[config.mk]
export PLATFORM = sky130hd
export DESIGN_NAME = seq_nonrestoring_divider_flat
export DESIGN_NICKNAME = d
export VERILOG_FILES = /design/src/rtl/div_pkg.sv /design/src/rtl/seq_nonrestoring_divider_if.sv /design/src/rtl/seq_nonrestoring_divider_nr_div_step.sv /design/src/rtl/seq_nonrestoring_divider.sv /design/src/flat_wrapper.sv
export SDC_FILE = /design/constraint.sdc
export NUM_CORES = 1
export LEC_CHECK = 0
export CORE_AREA = 2 2 201 164
export DETAILED_ROUTE_END_ITERATION = 10
export DIE_AREA = 0 0 203 166
export DONT_BUFFER_PORTS = 1
export PLACE_DENSITY = 0.73
export SETUP_SLACK_MARGIN = 0.2
export SLEW_MARGIN = 15
export SYNTH_ARGS = -nofsm -noshare
export SYNTH_HDL_FRONTEND = slang
export SYNTH_SLANG_ARGS = --single-unit
[constraint.sdc]
create_clock -name clock -period 12.6 [get_ports clock]
set_clock_uncertainty 0.2 [all_clocks]
set_input_delay 0.63 -clock clock [delete_from_list [all_inputs] [get_ports clock]]
set_output_delay 0.63 -clock clock [all_outputs]
set_load 0.02 [all_outputs]
[src/rtl/div_pkg.sv]
// Shared types, constants and helpers for the sequential non-restoring divider.
package div_pkg;

  typedef enum logic [1:0] {
    StIdle,
    StSetup,
    StIter,
    StFixup
  } div_state_e;

  // Opcode encoding the control unit decodes into signed_mode when issuing a divide.
  typedef enum logic [1:0] {
    OpDiv  = 2'b00,
    OpDivu = 2'b01,
    OpRem  = 2'b10,
    OpRemu = 2'b11
  } div_op_e;

  localparam logic SignedModeDiv  = 1'b1;
  localparam logic SignedModeDivu = 1'b0;

  function automatic int unsigned cnt_width(int unsigned width);
    return $clog2(width + 1);
  endfunction

  function automatic logic op_signed_mode(div_op_e op);
    return (op == OpDiv || op == OpRem) ? SignedModeDiv : SignedModeDivu;
  endfunction

endpackage

[src/rtl/seq_nonrestoring_divider_if.sv]
// Request/response bundle between the control unit (master) and the divider (slave).
interface seq_nonrestoring_divider_if #(
  parameter int unsigned WIDTH = 32
);
  logic             start;
  logic             signed_mode;
  logic [WIDTH-1:0] dividend;
  logic [WIDTH-1:0] divisor;
  logic             busy;
  logic             done;
  logic [WIDTH-1:0] quotient;
  logic [WIDTH-1:0] remainder;
  logic             div_by_zero;

  modport master (
    output start, signed_mode, dividend, divisor,
    input  busy, done, quotient, remainder, div_by_zero
  );

  modport slave (
    input  start, signed_mode, dividend, divisor,
    output busy, done, quotient, remainder, div_by_zero
  );
endinterface

[src/rtl/seq_nonrestoring_divider_nr_div_step.sv]
// One combinational non-restoring iteration: shift {A,Q} left, add or subtract M by
// the sign of the old A, and shift in the new quotient bit.
module nr_div_step #(
  parameter int unsigned WIDTH = 32
) (
  input  logic [WIDTH:0]   a_i,
  input  logic [WIDTH-1:0] q_i,
  input  logic [WIDTH-1:0] m_i,
  output logic [WIDTH:0]   a_o,
  output logic [WIDTH-1:0] q_o
);

  logic [WIDTH:0] a_sh;
  logic [WIDTH:0] m_ext;

  always_comb begin
    a_sh  = {a_i[WIDTH-1:0], q_i[WIDTH-1]};
    m_ext = {1'b0, m_i};
    a_o   = a_i[WIDTH] ? (a_sh + m_ext) : (a_sh - m_ext);
    q_o   = {q_i[WIDTH-2:0], ~a_o[WIDTH]};
  end

endmodule

[src/rtl/seq_nonrestoring_divider.sv]
// Multi-cycle signed/unsigned non-restoring divider, one quotient bit per clock.
// Optional DIV_ZERO_DETECT_EN short-circuits a zero divisor and raises div_by_zero.
module seq_nonrestoring_divider
  import div_pkg::*;
#(
  parameter int unsigned WIDTH = 32
) (
  input logic                       clock,
  input logic                       clear,
  seq_nonrestoring_divider_if.slave bus
);

  localparam int unsigned CntW = cnt_width(WIDTH);

  div_state_e       state_q, state_d;
  logic             sm_q, sm_d;
  logic [WIDTH-1:0] dividend_q, dividend_d;
  logic [WIDTH-1:0] divisor_q, divisor_d;
  logic [WIDTH:0]   a_q, a_d, a_step, a_fix;
  logic [WIDTH-1:0] q_q, q_d, q_step;
  logic [WIDTH-1:0] m_q, m_d;
  logic [CntW-1:0]  count_q, count_d;
  logic             neg_quo_q, neg_quo_d;
  logic             neg_rem_q, neg_rem_d;
  logic             done_q, done_d;
  logic [WIDTH-1:0] quotient_q, quotient_d;
  logic [WIDTH-1:0] remainder_q, remainder_d;
  logic             sd, sv;
`ifdef DIV_ZERO_DETECT_EN
  logic             dz_q, dz_d;
  logic             div_by_zero_q, div_by_zero_d;
`endif

  nr_div_step #(
    .WIDTH(WIDTH)
  ) u_step (
    .a_i(a_q),
    .q_i(q_q),
    .m_i(m_q),
    .a_o(a_step),
    .q_o(q_step)
  );

  always_comb begin
    state_d     = state_q;
    sm_d        = sm_q;
    dividend_d  = dividend_q;
    divisor_d   = divisor_q;
    a_d         = a_q;
    q_d         = q_q;
    m_d         = m_q;
    count_d     = count_q;
    neg_quo_d   = neg_quo_q;
    neg_rem_d   = neg_rem_q;
    done_d      = 1'b0;
    quotient_d  = quotient_q;
    remainder_d = remainder_q;
`ifdef DIV_ZERO_DETECT_EN
    dz_d          = dz_q;
    div_by_zero_d = div_by_zero_q;
`endif
    sd    = sm_q & dividend_q[WIDTH-1];
    sv    = sm_q & divisor_q[WIDTH-1];
    a_fix = a_q[WIDTH] ? (a_q + {1'b0, m_q}) : a_q;

    unique case (state_q)
      StIdle: begin
        if (bus.start) begin
          sm_d       = bus.signed_mode;
          dividend_d = bus.dividend;
          divisor_d  = bus.divisor;
          state_d    = StSetup;
        end
      end
      StSetup: begin
        neg_quo_d = sd ^ sv;
        neg_rem_d = sd;
        a_d       = '0;
        q_d       = sd ? -dividend_q : dividend_q;
        m_d       = sv ? -divisor_q : divisor_q;
        count_d   = '0;
        state_d   = StIter;
`ifdef DIV_ZERO_DETECT_EN
        dz_d = (divisor_q == '0);
        if (dz_d) state_d = StFixup;
`endif
      end
      StIter: begin
        a_d     = a_step;
        q_d     = q_step;
        count_d = count_q + CntW'(1);
        if (count_q == CntW'(WIDTH - 1)) state_d = StFixup;
      end
      StFixup: begin
        quotient_d  = neg_quo_q ? -q_q : q_q;
        remainder_d = neg_rem_q ? -a_fix[WIDTH-1:0] : a_fix[WIDTH-1:0];
`ifdef DIV_ZERO_DETECT_EN
        div_by_zero_d = dz_q;
        if (dz_q) begin
          quotient_d  = '1;
          remainder_d = dividend_q;
        end
`endif
        done_d  = 1'b1;
        state_d = StIdle;
      end
      default: state_d = StIdle;
    endcase
  end

  // clear dominates everything, including a start in the same cycle.
  always_ff @(posedge clock) begin
    if (clear) begin
      state_q     <= StIdle;
      sm_q        <= 1'b0;
      dividend_q  <= '0;
      divisor_q   <= '0;
      a_q         <= '0;
      q_q         <= '0;
      m_q         <= '0;
      count_q     <= '0;
      neg_quo_q   <= 1'b0;
      neg_rem_q   <= 1'b0;
      done_q      <= 1'b0;
      quotient_q  <= '0;
      remainder_q <= '0;
`ifdef DIV_ZERO_DETECT_EN
      dz_q          <= 1'b0;
      div_by_zero_q <= 1'b0;
`endif
    end else begin
      state_q     <= state_d;
      sm_q        <= sm_d;
      dividend_q  <= dividend_d;
      divisor_q   <= divisor_d;
      a_q         <= a_d;
      q_q         <= q_d;
      m_q         <= m_d;
      count_q     <= count_d;
      neg_quo_q   <= neg_quo_d;
      neg_rem_q   <= neg_rem_d;
      done_q      <= done_d;
      quotient_q  <= quotient_d;
      remainder_q <= remainder_d;
`ifdef DIV_ZERO_DETECT_EN
      dz_q          <= dz_d;
      div_by_zero_q <= div_by_zero_d;
`endif
    end
  end

  assign bus.busy      = (state_q != StIdle);
  assign bus.done      = done_q;
  assign bus.quotient  = quotient_q;
  assign bus.remainder = remainder_q;
`ifdef DIV_ZERO_DETECT_EN
  assign bus.div_by_zero = div_by_zero_q;
`else
  assign bus.div_by_zero = 1'b0;
`endif

endmodule

[src/flat_wrapper.sv]
// flat-port wrapper written by rule: the top's interface ports become plain ports
module seq_nonrestoring_divider_flat import div_pkg::*;
#(
  parameter int unsigned WIDTH = 32
)
  (clock, clear, bus_start, bus_signed_mode, bus_dividend, bus_divisor, bus_busy, bus_done, bus_quotient, bus_remainder, bus_div_by_zero);
  seq_nonrestoring_divider_if #(.WIDTH(WIDTH)) bus_i ();
  input logic clock;
  input logic clear;
  input wire logic [$bits(bus_i.start)-1:0] bus_start;
  input wire logic [$bits(bus_i.signed_mode)-1:0] bus_signed_mode;
  input wire logic [$bits(bus_i.dividend)-1:0] bus_dividend;
  input wire logic [$bits(bus_i.divisor)-1:0] bus_divisor;
  output wire logic [$bits(bus_i.busy)-1:0] bus_busy;
  output wire logic [$bits(bus_i.done)-1:0] bus_done;
  output wire logic [$bits(bus_i.quotient)-1:0] bus_quotient;
  output wire logic [$bits(bus_i.remainder)-1:0] bus_remainder;
  output wire logic [$bits(bus_i.div_by_zero)-1:0] bus_div_by_zero;
  assign bus_i.start = bus_start;
  assign bus_i.signed_mode = bus_signed_mode;
  assign bus_i.dividend = bus_dividend;
  assign bus_i.divisor = bus_divisor;
  assign bus_busy = bus_i.busy;
  assign bus_done = bus_i.done;
  assign bus_quotient = bus_i.quotient;
  assign bus_remainder = bus_i.remainder;
  assign bus_div_by_zero = bus_i.div_by_zero;
  seq_nonrestoring_divider #(.WIDTH(WIDTH)) u_core (.clock(clock), .clear(clear), .bus(bus_i));
endmodule
==> results of run 1 <==
power by group:
group | internal, mW | total (mW) | leakage [nW] | switching [mW]
clock network | 0.435 | 0.749 | 0.411 | 0.314
registers | 0.896 | 1.16 | 1.93 | 0.268
logic | 0.864 | 2.25 | 4.13 | 1.38
worst max-delay path, cell delays in order (launching register included):
cell and delay (ps):
dfxtp_1 370, inv_1 90, ha_1 150, nor3b_1 300
nand3b_1 150, nor2_1 180, nand3_1 200, nor4_1 670
and2_1 240, nor2_1 50, xnor2_1 160, ha_1 330
a21o_1 220, a21o_1 190, a21o_1 190, or4_1 460
o311ai_0 130, o21ai_0 150, a311oi_1 270
worst paths after layout:
path | to | slack, ps | cells past startpoint
max | u_core.q_q[0]$_SDFFE_PP0P_ | 7800 | 18
max reg2reg | u_core.q_q[0]$_SDFFE_PP0P_ | 7800 | 18
min reg2reg | u_core.dividend_q[16]$_SDFFE_PP0P_ | 280 | 2
min | u_core.dividend_q[6]$_SDFFE_PP0P_ | 20 | 2
cell families after synthesis:
| logic type | share of synthesized area, % |
|---|---|
| XOR/XNOR | 9.73 |
| adder cells (fa/ha/maj) | 6.25 |
| AND/OR/NAND/NOR | 21.8 |
| buffers and inverters | 3.99 |
| flip-flops | 30.3 |
| AO/OA/AOI/OAI | 24.0 |
| other | 0.0239 |
| multiplexers | 3.93 |
synth_stat cells, types with 7 or more instances:
cell	count	area share [%]
a211oi_1	76	3.6
a21o_1	49	2.3
a21oi_1	168	5.4
a22oi_1	23	1.1
a31o_2	7	0.39
a31oi_1	19	0.76
and2_1	14	0.56
and3_1	11	0.44
buf_1	15	0.36
clkbuf_1	93	2.2
dfxtp_1	237	30
ha_1	75	6.0
inv_1	44	1.1
mux2i_1	57	3.6
nand2_1	268	6.4
nand2b_1	19	0.76
nand3_1	41	1.3
nand4_1	12	0.48
nor2_1	251	6.0
nor2b_1	11	0.44
nor3_1	53	1.7
nor3b_1	8	0.38
nor4_1	12	0.48
o21a_1	10	0.48
o21ai_0	100	3.2
o21bai_1	7	0.34
o31ai_1	24	1.2
o41ai_1	8	0.45
or3_1	22	0.88
or4_1	19	0.91
xnor2_1	80	4.5
xor2_1	94	5.3
registers in the layout (all words and copies together) (netlist names):
signal	count
u_core.neg_quo_q	1
u_core.divisor_q	32
u_core.count_q	6
u_core.dividend_q	32
u_core.sm_q	1
u_core.a_q	33
u_core.state_q	2
u_core.bus.done	1
u_core.bus.remainder	32
u_core.m_q	32
u_core.neg_rem_q	1
u_core.bus.quotient	32
u_core.q_q	32
routing by layer:
| metal | vias to the layer above | global-route usage [%] | share of wire (%) |
|---|---|---|---|
| met5 | - | 0 | 0.029 |
| met4 | 2 | 5.43 | 2.0 |
| met3 | 62 | 5.79 | 9.7 |
| met2 | 549 | 34.1 | 38 |
| met1 | 6668 | 40.5 | 51 |
| li1 | 7166 | - | - |
stage by stage:
stage	instance area [µm²]	hold slack, ps	setup slack, ps	total power, mW
2_1_floorplan	15700	254	7480	2.88
3_3_place_gp	15800	268	8050	3.31
3_5_place_dp	15800	270	7870	3.36
4_1_cts	16900	0.168	7840	4.14
5_1_grt	16900	9.92	7390	4.48
6_report	16900	15.4	7800	4.16
layout make-up:
type                    instances  share of cell area, %
multi-input cells            1644                   61.2
flip-flops and latches        237                   28.1
clock buffers                  37                   4.47
well taps                     427                   3.17
repair buffers                 25                   1.45
inverters                      47                   1.05
clock inverters                 9                  0.475
==> results_dict.tcl, run 1 <==
set metrics [dict create \
    critical_path.startpoint_type "flip-flop" \
    dieArea_mm2 0.0337 \
    powerDensity_mw_per_mm2 247 \
    hold_buffers 16 \
    drtPass1Iterations 6 \
    hp-start "bus_dividend[6]" \
    clkTransAtPathRegs_ps 60 \
    p_leak_nw 6.47 \
    crit_path_start "u_core.m_q[1]$_SDFFE_PP0N_" \
    grt_use_total_pct 25.5 \
    place.port_buffers 0 \
    antenna_found_initial 1 \
    syn_nets 2188 \
    synthFlopType "dfxtp_1" \
    grt_pass1_vias 12800 \
    antenna_cells 0 \
    die_h_um 166 \
    avgSynthCellArea_um2 7.67 \
    finalSetupViolCount 0 \
    postCtsSetupRepairBufs 0 \
    grt_setup_unrepaired "false" \
    drtIter0Drc 1301 \
    seq_area_mm2 0.00475 \
    multi_input_area_mm2 0.0103 \
    drc 0 \
    antenna_left 0 \
    syn-cell-area_mm2 0.0157 \
    status "completed" \
    hp-class "in2reg" \
    htree_levels 1 \
    ir_worst_vdd_v 0.000272 \
    final_common_cell "nand2_1" \
    synth_edf_count 0 \
    cts_resized 0 \
    grt_pass1_wl_um 70400 \
    vias 14400 \
    critPathKind "reg2reg" \
    final_cell_mix "nand2_1 (267), nor2_1 (251), dfxtp_1 (236)" \
    ioPinCount 135 \
    postLayoutCoreUtil_pct 53.0 \
    nFillCells 3017 \
    max-clock-path-buffers 3 \
    cap_viol_max_count 0 \
    tightest_slew_ps 1100 \
    dp_hpwl_um 32400 \
    required_ps 12860 \
    area_growth_pct 7.63 \
    core_mm2 0.0318 \
    setup_tns_ps 0 \
    crit_path_max_fanout 6 \
    wl_um 44200 \
    tritoncts "built" \
    synth_cell_types 78 \
    via_per_inst 5.96 \
    fin_crit_sh_pct 38.1 \
    ys_async_sr_fraction_pct 0 \
    fmax_mhz 208 \
    final_hold_viol_count 0 \
    ys_warn_count 0 \
    yosysSeqAreaShare_pct 30.3 \
    nNetsFinal 2126 \
    ys_seq_elements 237 \
    numCtsBuffers 26 \
    cp.arrival_ps 5050 \
    rows 59 \
    root_buffer "clkbuf_16" \
    grt_overflow_total 0 \
    start_util_pct 49.2 \
    crit_path_end_kind "flip-flop" \
    detail_route.wl_per_cell_um 18.2 \
    die_x_um 203 \
    clock_latency_ps 550 \
    final_cells 2426 \
    drv_slew 0 \
    drive_above_1_share_pct 4.50 \
    globalplace.congestion 0.991 \
    grt_max_degree 226 \
    synthCells 2043 \
    dp_cells 2364 \
    post-route-min-period_ps 4800 \
    cts.sinks 237 \
    r2r_start "u_core.m_q[1]$_SDFFE_PP0N_" \
    relSlewSlack_pct 26.3 \
]
No activity file was read; power rests on OpenSTA's default activity.
==> run 2: changes to the inputs <==
- PLACE_DENSITY: 0.73 -> 0.76
- clock period: 12.6 -> 4.4 ns (I/O delays scaled with it)
==> results_dict.tcl, run 2 (synthesized netlist as in run 1, its figures left out) <==
set metrics [dict create \
    critical_path.startpoint_type "flip-flop" \
    grt_pass1_vias 14000 \
    drtPass1Iterations 6 \
    ioPinCount 135 \
    whs_endpoint "u_core.q_q[7]$_SDFFE_PP0P_" \
    area_growth_pct 18.4 \
    root_buffer "clkbuf_16" \
    fin_crit_sh_pct 92.5 \
    place.port_buffers 0 \
    final_cell_mix "nand2_1 (265), nor2_1 (246), dfxtp_1 (234)" \
    relSlewSlack_pct 33.9 \
    tightest_slew_ps 990 \
    rows 59 \
    nNetsFinal 2281 \
    start_util_pct 49.2 \
    clockPowerShare_pct 16.4 \
    max-clock-path-buffers 3 \
    crit_path_end_kind "flip-flop" \
    cap_viol_max_count 0 \
    dpl_worst_slack_ps 19.3 \
    wl_met1_um 22600 \
    power.internal_mw 7.00 \
    final_common_cell "nand2_1" \
    drive_above_1_share_pct 10.1 \
    powerDensity_mw_per_mm2 703 \
    detail_route.wl_per_cell_um 17.8 \
    finalSetupViolCount 0 \
    p_seq_share_pct 24.7 \
    clock_latency_ps 560 \
    wl_um 46000 \
    grt_max_degree 202 \
    post-route-min-period_ps 4070 \
    violations "hold timing" \
    vias 15200 \
    numCtsBuffers 26 \
    fmax_mhz 246 \
    via_per_inst 5.89 \
    ff2ff_path_depth 20 \
    drtIter0Drc 1460 \
    top_register "u_core.a_q" \
    htree_levels 1 \
    die_h_um 166 \
    worstReg2RegEnd "u_core.a_q[29]$_SDFFE_PP0P_" \
    final_hold_viol_count 4 \
    grt_overflow_total 0 \
    drc 0 \
    critPathKind "reg2reg" \
    highest-signal-layer "met4" \
    wl_met2_um 18500 \
    p_leak_nw 7.30 \
    largest_reg_flops 33 \
    core_mm2 0.0318 \
    power.switching_mw 6.04 \
    r2r_start "u_core.m_q[0]$_SDFFE_PP0N_" \
    reg2reg_slack_ps 330 \
    worst_hold_slack_ps -10.6 \
    status "finished, violations left" \
    grt_use_total_pct 26.4 \
    fin_ws_ps 330 \
    hp-class "in2reg" \
    grt_pass1_wl_um 73800 \
    clkTransAtPathRegs_ps 60 \
    required_ps 4610 \
    tritoncts "built" \
    cp.arrival_ps 4280 \
    power.share.switching_pct 46.3 \
    drv_slew 0 \
    cts.sinks 237 \
    antenna_found_initial 0 \
    min_path_cells 2 \
    antenna_cells 0 \
    setup_tns_ps 0 \
    total_power_mw 13.0 \
    crit_path_max_fanout 5 \
    antenna_left 0 \
    hp-start "clear" \
    dieArea_mm2 0.0337 \
    globalplace.congestion 0.935 \
    dp_hpwl_um 33100 \
    ir_worst_vdd_v 0.000505 \
    die_x_um 203 \
    power_frac_comb_pct 58.9 \
    grt_setup_unrepaired "true" \
    dr_wl_met3_um 4340 \
]
## run 2: changes by cell type in the layout (fill, tap and decap cells not counted), moves of 7 or more
cell           delta
ha_1              -8
o21ai_1           +7
buf_4            +74
a21oi_1           -7
dlygate4sd3_1    +80
o21ai_0           -8
a21oi_2           +7
## run 2: timing repair
item                                    in CTS  in global routing
endpoints found under the setup margin      10                 20
hold endpoints to repair                   235                  0
pin swaps                                    0                 39
resized for setup                           15                 65
buffers inserted                             0                 12
hold buffers                                96                  0
## run 2: worst max path at each step
stage / from / to / slack (ps) / depth (start not counted)
finish: u_core.m_q[0]$_SDFFE_PP0N_ / u_core.a_q[29]$_SDFFE_PP0P_ / 330 / 20
floorplan: u_core.a_q[32]$_SDFFE_PP0P_ / u_core.a_q[31]$_SDFFE_PP0P_ / 220 / 20
CTS: u_core.m_q[0]$_SDFFE_PP0N_ / u_core.bus.remainder[30]$_SDFFE_PP0P_ / 200 / 13
detailed placement: u_core.m_q[0]$_SDFFE_PP0N_ / u_core.q_q[0]$_SDFFE_PP0P_ / 20 / 18
global route: u_core.m_q[0]$_SDFFE_PP0N_ / u_core.q_q[0]$_SDFFE_PP0P_ / 100 / 20
global placement: u_core.m_q[0]$_SDFFE_PP0N_ / u_core.q_q[0]$_SDFFE_PP0P_ / 130 / 20
## run 2: power by group through the flow
stage,sequential (mW),clock (mW),combinational (mW)
2_1_floorplan,3.06,0,5.22
3_3_place_gp,3.21,0,6.69
3_5_place_dp,3.24,0,6.81
4_1_cts,3.19,2.16,7.10
5_1_grt,3.27,2.27,8.47
6_report,3.22,2.13,7.68
## run 2: stage by stage
| stage | std cells | util [%] | instance area [µm²] |
|---|---|---|---|
| 5_1_grt | 2582 | 58.3 | 18600 |
| 3_3_place_gp | 2427 | 51.3 | 16300 |
| 4_1_cts | 2570 | 57.3 | 18200 |
| 2_1_floorplan | 2043 | - | 15700 |
| 3_5_place_dp | 2427 | 51.3 | 16300 |
| 6_report | 2582 | 58.3 | 18600 |
## run 2: layer usage
| layer | up-vias | GRT usage [%] |
|---|---|---|
| met5 | - | 0 |
| met1 | 7117 | 40.6 |
| met2 | 560 | 37.7 |
| li1 | 7488 | - |
| met3 | 44 | 5.97 |
| met4 | 0 | 4.67 |
## run 2: critical path, cell delays in order (launching register included)
cell,delay (ps)
dfxtp_4,370
inv_4,60
ha_4,120
nor3b_4,180
nand3b_1,180
nor2_4,190
nor2_1,60
xor2_1,170
ha_1,290
a21o_1,190
a21o_1,160
a21oi_1,130
o211ai_1,150
a21oi_2,170
buf_4,130
o211ai_1,110
or4_4,450
a31oi_4,240
o21bai_1,120
mux2i_1,160
o21ai_1,80
## run 2: layout make-up
type | instances | area [µm²]
clock buffers | 39 | 739
well taps | 427 | 534
fillers | 2932 | 13300
multi-input cells | 1644 | 10600
inverters | 47 | 179
clock inverters | 8 | 80.1
repair buffers | 180 | 1620
flip-flops and latches | 237 | 4750
==> run 3: changes to the inputs <==
- CORE_AREA: 2 2 201 164 -> 2 2 206 167
- DIE_AREA: 0 0 203 166 -> 0 0 208 169
- SYNTH_HIERARCHICAL: unset -> 1
==> results_dict.tcl, run 3 <==
set metrics [dict create \
    tightest_slew_ps 1130 \
    final_cell_mix "nand2_1 (273), nor2_1 (250), dfxtp_1 (226)" \
    synthFlopType "dfxtp_1" \
    worstReg2RegEnd "u_core/bus.remainder[19]$_SDFFE_PP0P_" \
    multi_input_area_mm2 0.0110 \
    hp-class "in2reg" \
    core_mm2 0.0332 \
    critical_path.startpoint_type "flip-flop" \
    ys_seq_elements 237 \
    r2r_start "u_core/m_q[0]$_SDFFE_PP0N_" \
    cp.arrival_ps 4360 \
    drtIter0Drc 1978 \
    whs_endpoint "u_core/bus.remainder[15]$_SDFFE_PP0P_" \
    numCtsBuffers 25 \
    grt_pass1_vias 14500 \
    grt_use_met3_pct 5.19 \
    hp-start "clear" \
    seq_area_mm2 0.00476 \
    yosysSeqAreaShare_pct 28.9 \
    synth_edf_count 0 \
    syn-cell-area_mm2 0.0164 \
    crit_path_max_fanout 6 \
    grt_setup_unrepaired "true" \
    grt_max_degree 176 \
    met1_usage_pct 43.2 \
    synthTopCellsByArea "dfxtp_1 (29%), a21oi_1 (6.3%), nand2_1 (6.3%)" \
    grt_pass1_wl_um 79800 \
    critPathKind "reg2reg" \
    wl_um 51700 \
    start_util_pct 49.4 \
    powerDensity_mw_per_mm2 718 \
    drtPass1Iterations 6 \
    ys_warn_count 6 \
    min_path_cells 1 \
    antenna_cells 0 \
    grt.busiest_layer "met1" \
    synth_common_cells "nand2_1 (274), nor2_1 (253), dfxtp_1 (237), a21oi_1 (208), xor2_1 (112)" \
    synthCells 2123 \
    ir_worst_vdd_v 0.000508 \
    crit_path_end_kind "flip-flop" \
    root_buffer "clkbuf_16" \
    drc 0 \
    worst_hold_slack_ps -438 \
    yosysMostFrequentCell "nand2_1" \
    use_met2_pct 40.1 \
    cap_viol_max_count 0 \
    final_common_cell "nand2_1" \
    antenna_left 0 \
    ys_async_sr_fraction_pct 0 \
    die_h_um 169 \
    nFillCells 2976 \
    globalplace.congestion 0.947 \
    antenna_found_initial 0 \
    violations "hold timing" \
    via_per_inst 6.06 \
    vias 16000 \
    drv_slew 0 \
    required_ps 4640 \
    avgSynthCellArea_um2 7.73 \
    syn_nets 2268 \
    die_x_um 208 \
    nNetsFinal 2337 \
    place.port_buffers 0 \
    relSlewSlack_pct 24.6 \
    p_leak_nw 7.57 \
    rows 60 \
    finalSetupViolCount 0 \
    final_hold_viol_count 1 \
    grt_use_total_pct 28.0 \
    dieArea_mm2 0.0352 \
    reg2reg_slack_ps 280 \
    synth_cell_types 97 \
    largest_reg_flops 33 \
    cts.sinks 237 \
    htree_levels 1 \
    setup_tns_ps 0 \
    area_growth_pct 16.8 \
    dp_hpwl_um 36500 \
    tritoncts "built" \
    grt_overflow_total 0 \
    ioPinCount 135 \
    ff2ff_path_depth 13 \
    fmax_mhz 243 \
    clkTransAtPathRegs_ps 60 \
    status "finished, violations left" \
    clock_latency_ps 570 \
    fin_crit_sh_pct 93.7 \
    detail_route.wl_per_cell_um 19.6 \
    drive_above_1_share_pct 9.95 \
    max-clock-path-buffers 3 \
    post-route-min-period_ps 4120 \
    hold_buffers 127 \
    total_power_mw 13.8 \
    synth_top_area_share_pct 28.9 \
    top_register "u_core/a_q" \
    synth.largest_area_cell "dfxtp_1" \
]
-- run 3: report_power, final --
part | switching (mW) | total [mW] | internal [mW]
Clock | 0.957 | 2.24 | 1.29
Combinational | 4.96 | 8.26 | 3.30
Sequential | 0.713 | 3.26 | 2.55
-- run 3: final cells by class --
| type | count | share of cell area [%] |
|---|---|---|
| Inverter | 49 | 0.960 |
| Tap cell | 434 | 2.83 |
| Clock inverter | 14 | 0.953 |
| Clock buffer | 31 | 3.54 |
| Sequential cell | 237 | 24.9 |
| Multi-Input combinational cell | 1681 | 57.4 |
| Timing Repair Buffer | 198 | 9.49 |
-- run 3: cells by family after synthesis --
logic type | synth area share, %
AND/OR/NAND/NOR | 21.6
AO/OA/AOI/OAI | 23.0
flip-flops | 28.9
buffers and inverters | 5.55
XOR/XNOR | 10.3
adder cells (fa/ha/maj) | 5.97
multiplexers | 4.62
other | 0.0229
-- run 3: worst max path at each step --
| stage | slack (ps) | startpoint | cells past startpoint | end |
|---|---|---|---|---|
| 3_5_place_dp | 120 | u_core/a_q[0]$_SDFFE_PP0P_ | 13 | u_core/bus.remainder[31]$_SDFFE_PP0P_ |
| 3_3_place_gp | 150 | u_core/a_q[0]$_SDFFE_PP0P_ | 14 | u_core/bus.remainder[29]$_SDFFE_PP0P_ |
| 5_1_grt | 130 | u_core/m_q[1]$_SDFFE_PP0N_ | 18 | u_core/a_q[18]$_SDFFE_PP0P_ |
| 4_1_cts | 170 | u_core/a_q[0]$_SDFFE_PP0P_ | 13 | u_core/bus.remainder[31]$_SDFFE_PP0P_ |
| 2_1_floorplan | 420 | u_core/a_q[0]$_SDFFE_PP0P_ | 13 | u_core/bus.remainder[31]$_SDFFE_PP0P_ |
| 6_report | 280 | u_core/m_q[0]$_SDFFE_PP0N_ | 13 | u_core/bus.remainder[19]$_SDFFE_PP0P_ |
-- run 3: metal layers --
layer / part of all wire, % / wire (µm)
met3: 9.9 / 5110
met4: 1.9 / 985
met1: 48 / 24800
met2: 40 / 20800
met5: 0 / 0
-- run 3: repair_timing --
item | 4_1_cts | 5_1_grt
pin swaps | 1 | 20
setup endpoints to repair | 4 | 40
setup buffers | 0 | 15
hold endpoints to repair | 237 | 1
resized for setup | 1 | 56
-- run 3: stage by stage --
step	util, %	hold WS (ps)	std cells	worst slack [ps]	cell area (µm²)
2_1_floorplan	-	156	2123	419	16400
3_3_place_gp	50.3	106	2458	150	16700
3_5_place_dp	50.3	108	2458	115	16700
4_1_cts	56.8	55.0	2630	173	18800
5_1_grt	57.7	-460	2644	128	19200
6_report	57.7	-438	2644	279	19200
-- run 3: critical path, stage by stage, from the launching register on --
cell and delay (ps):
dfxtp_4 370, ha_4 170, fa_2 370, a21o_1 240
a311o_2 390, a211oi_2 250, mux2i_1 120, a311o_1 400
nor3_4 320, a41oi_1 190, xnor2_1 180, mux2i_1 190
nor2_1 50, dlygate4sd3_1 550
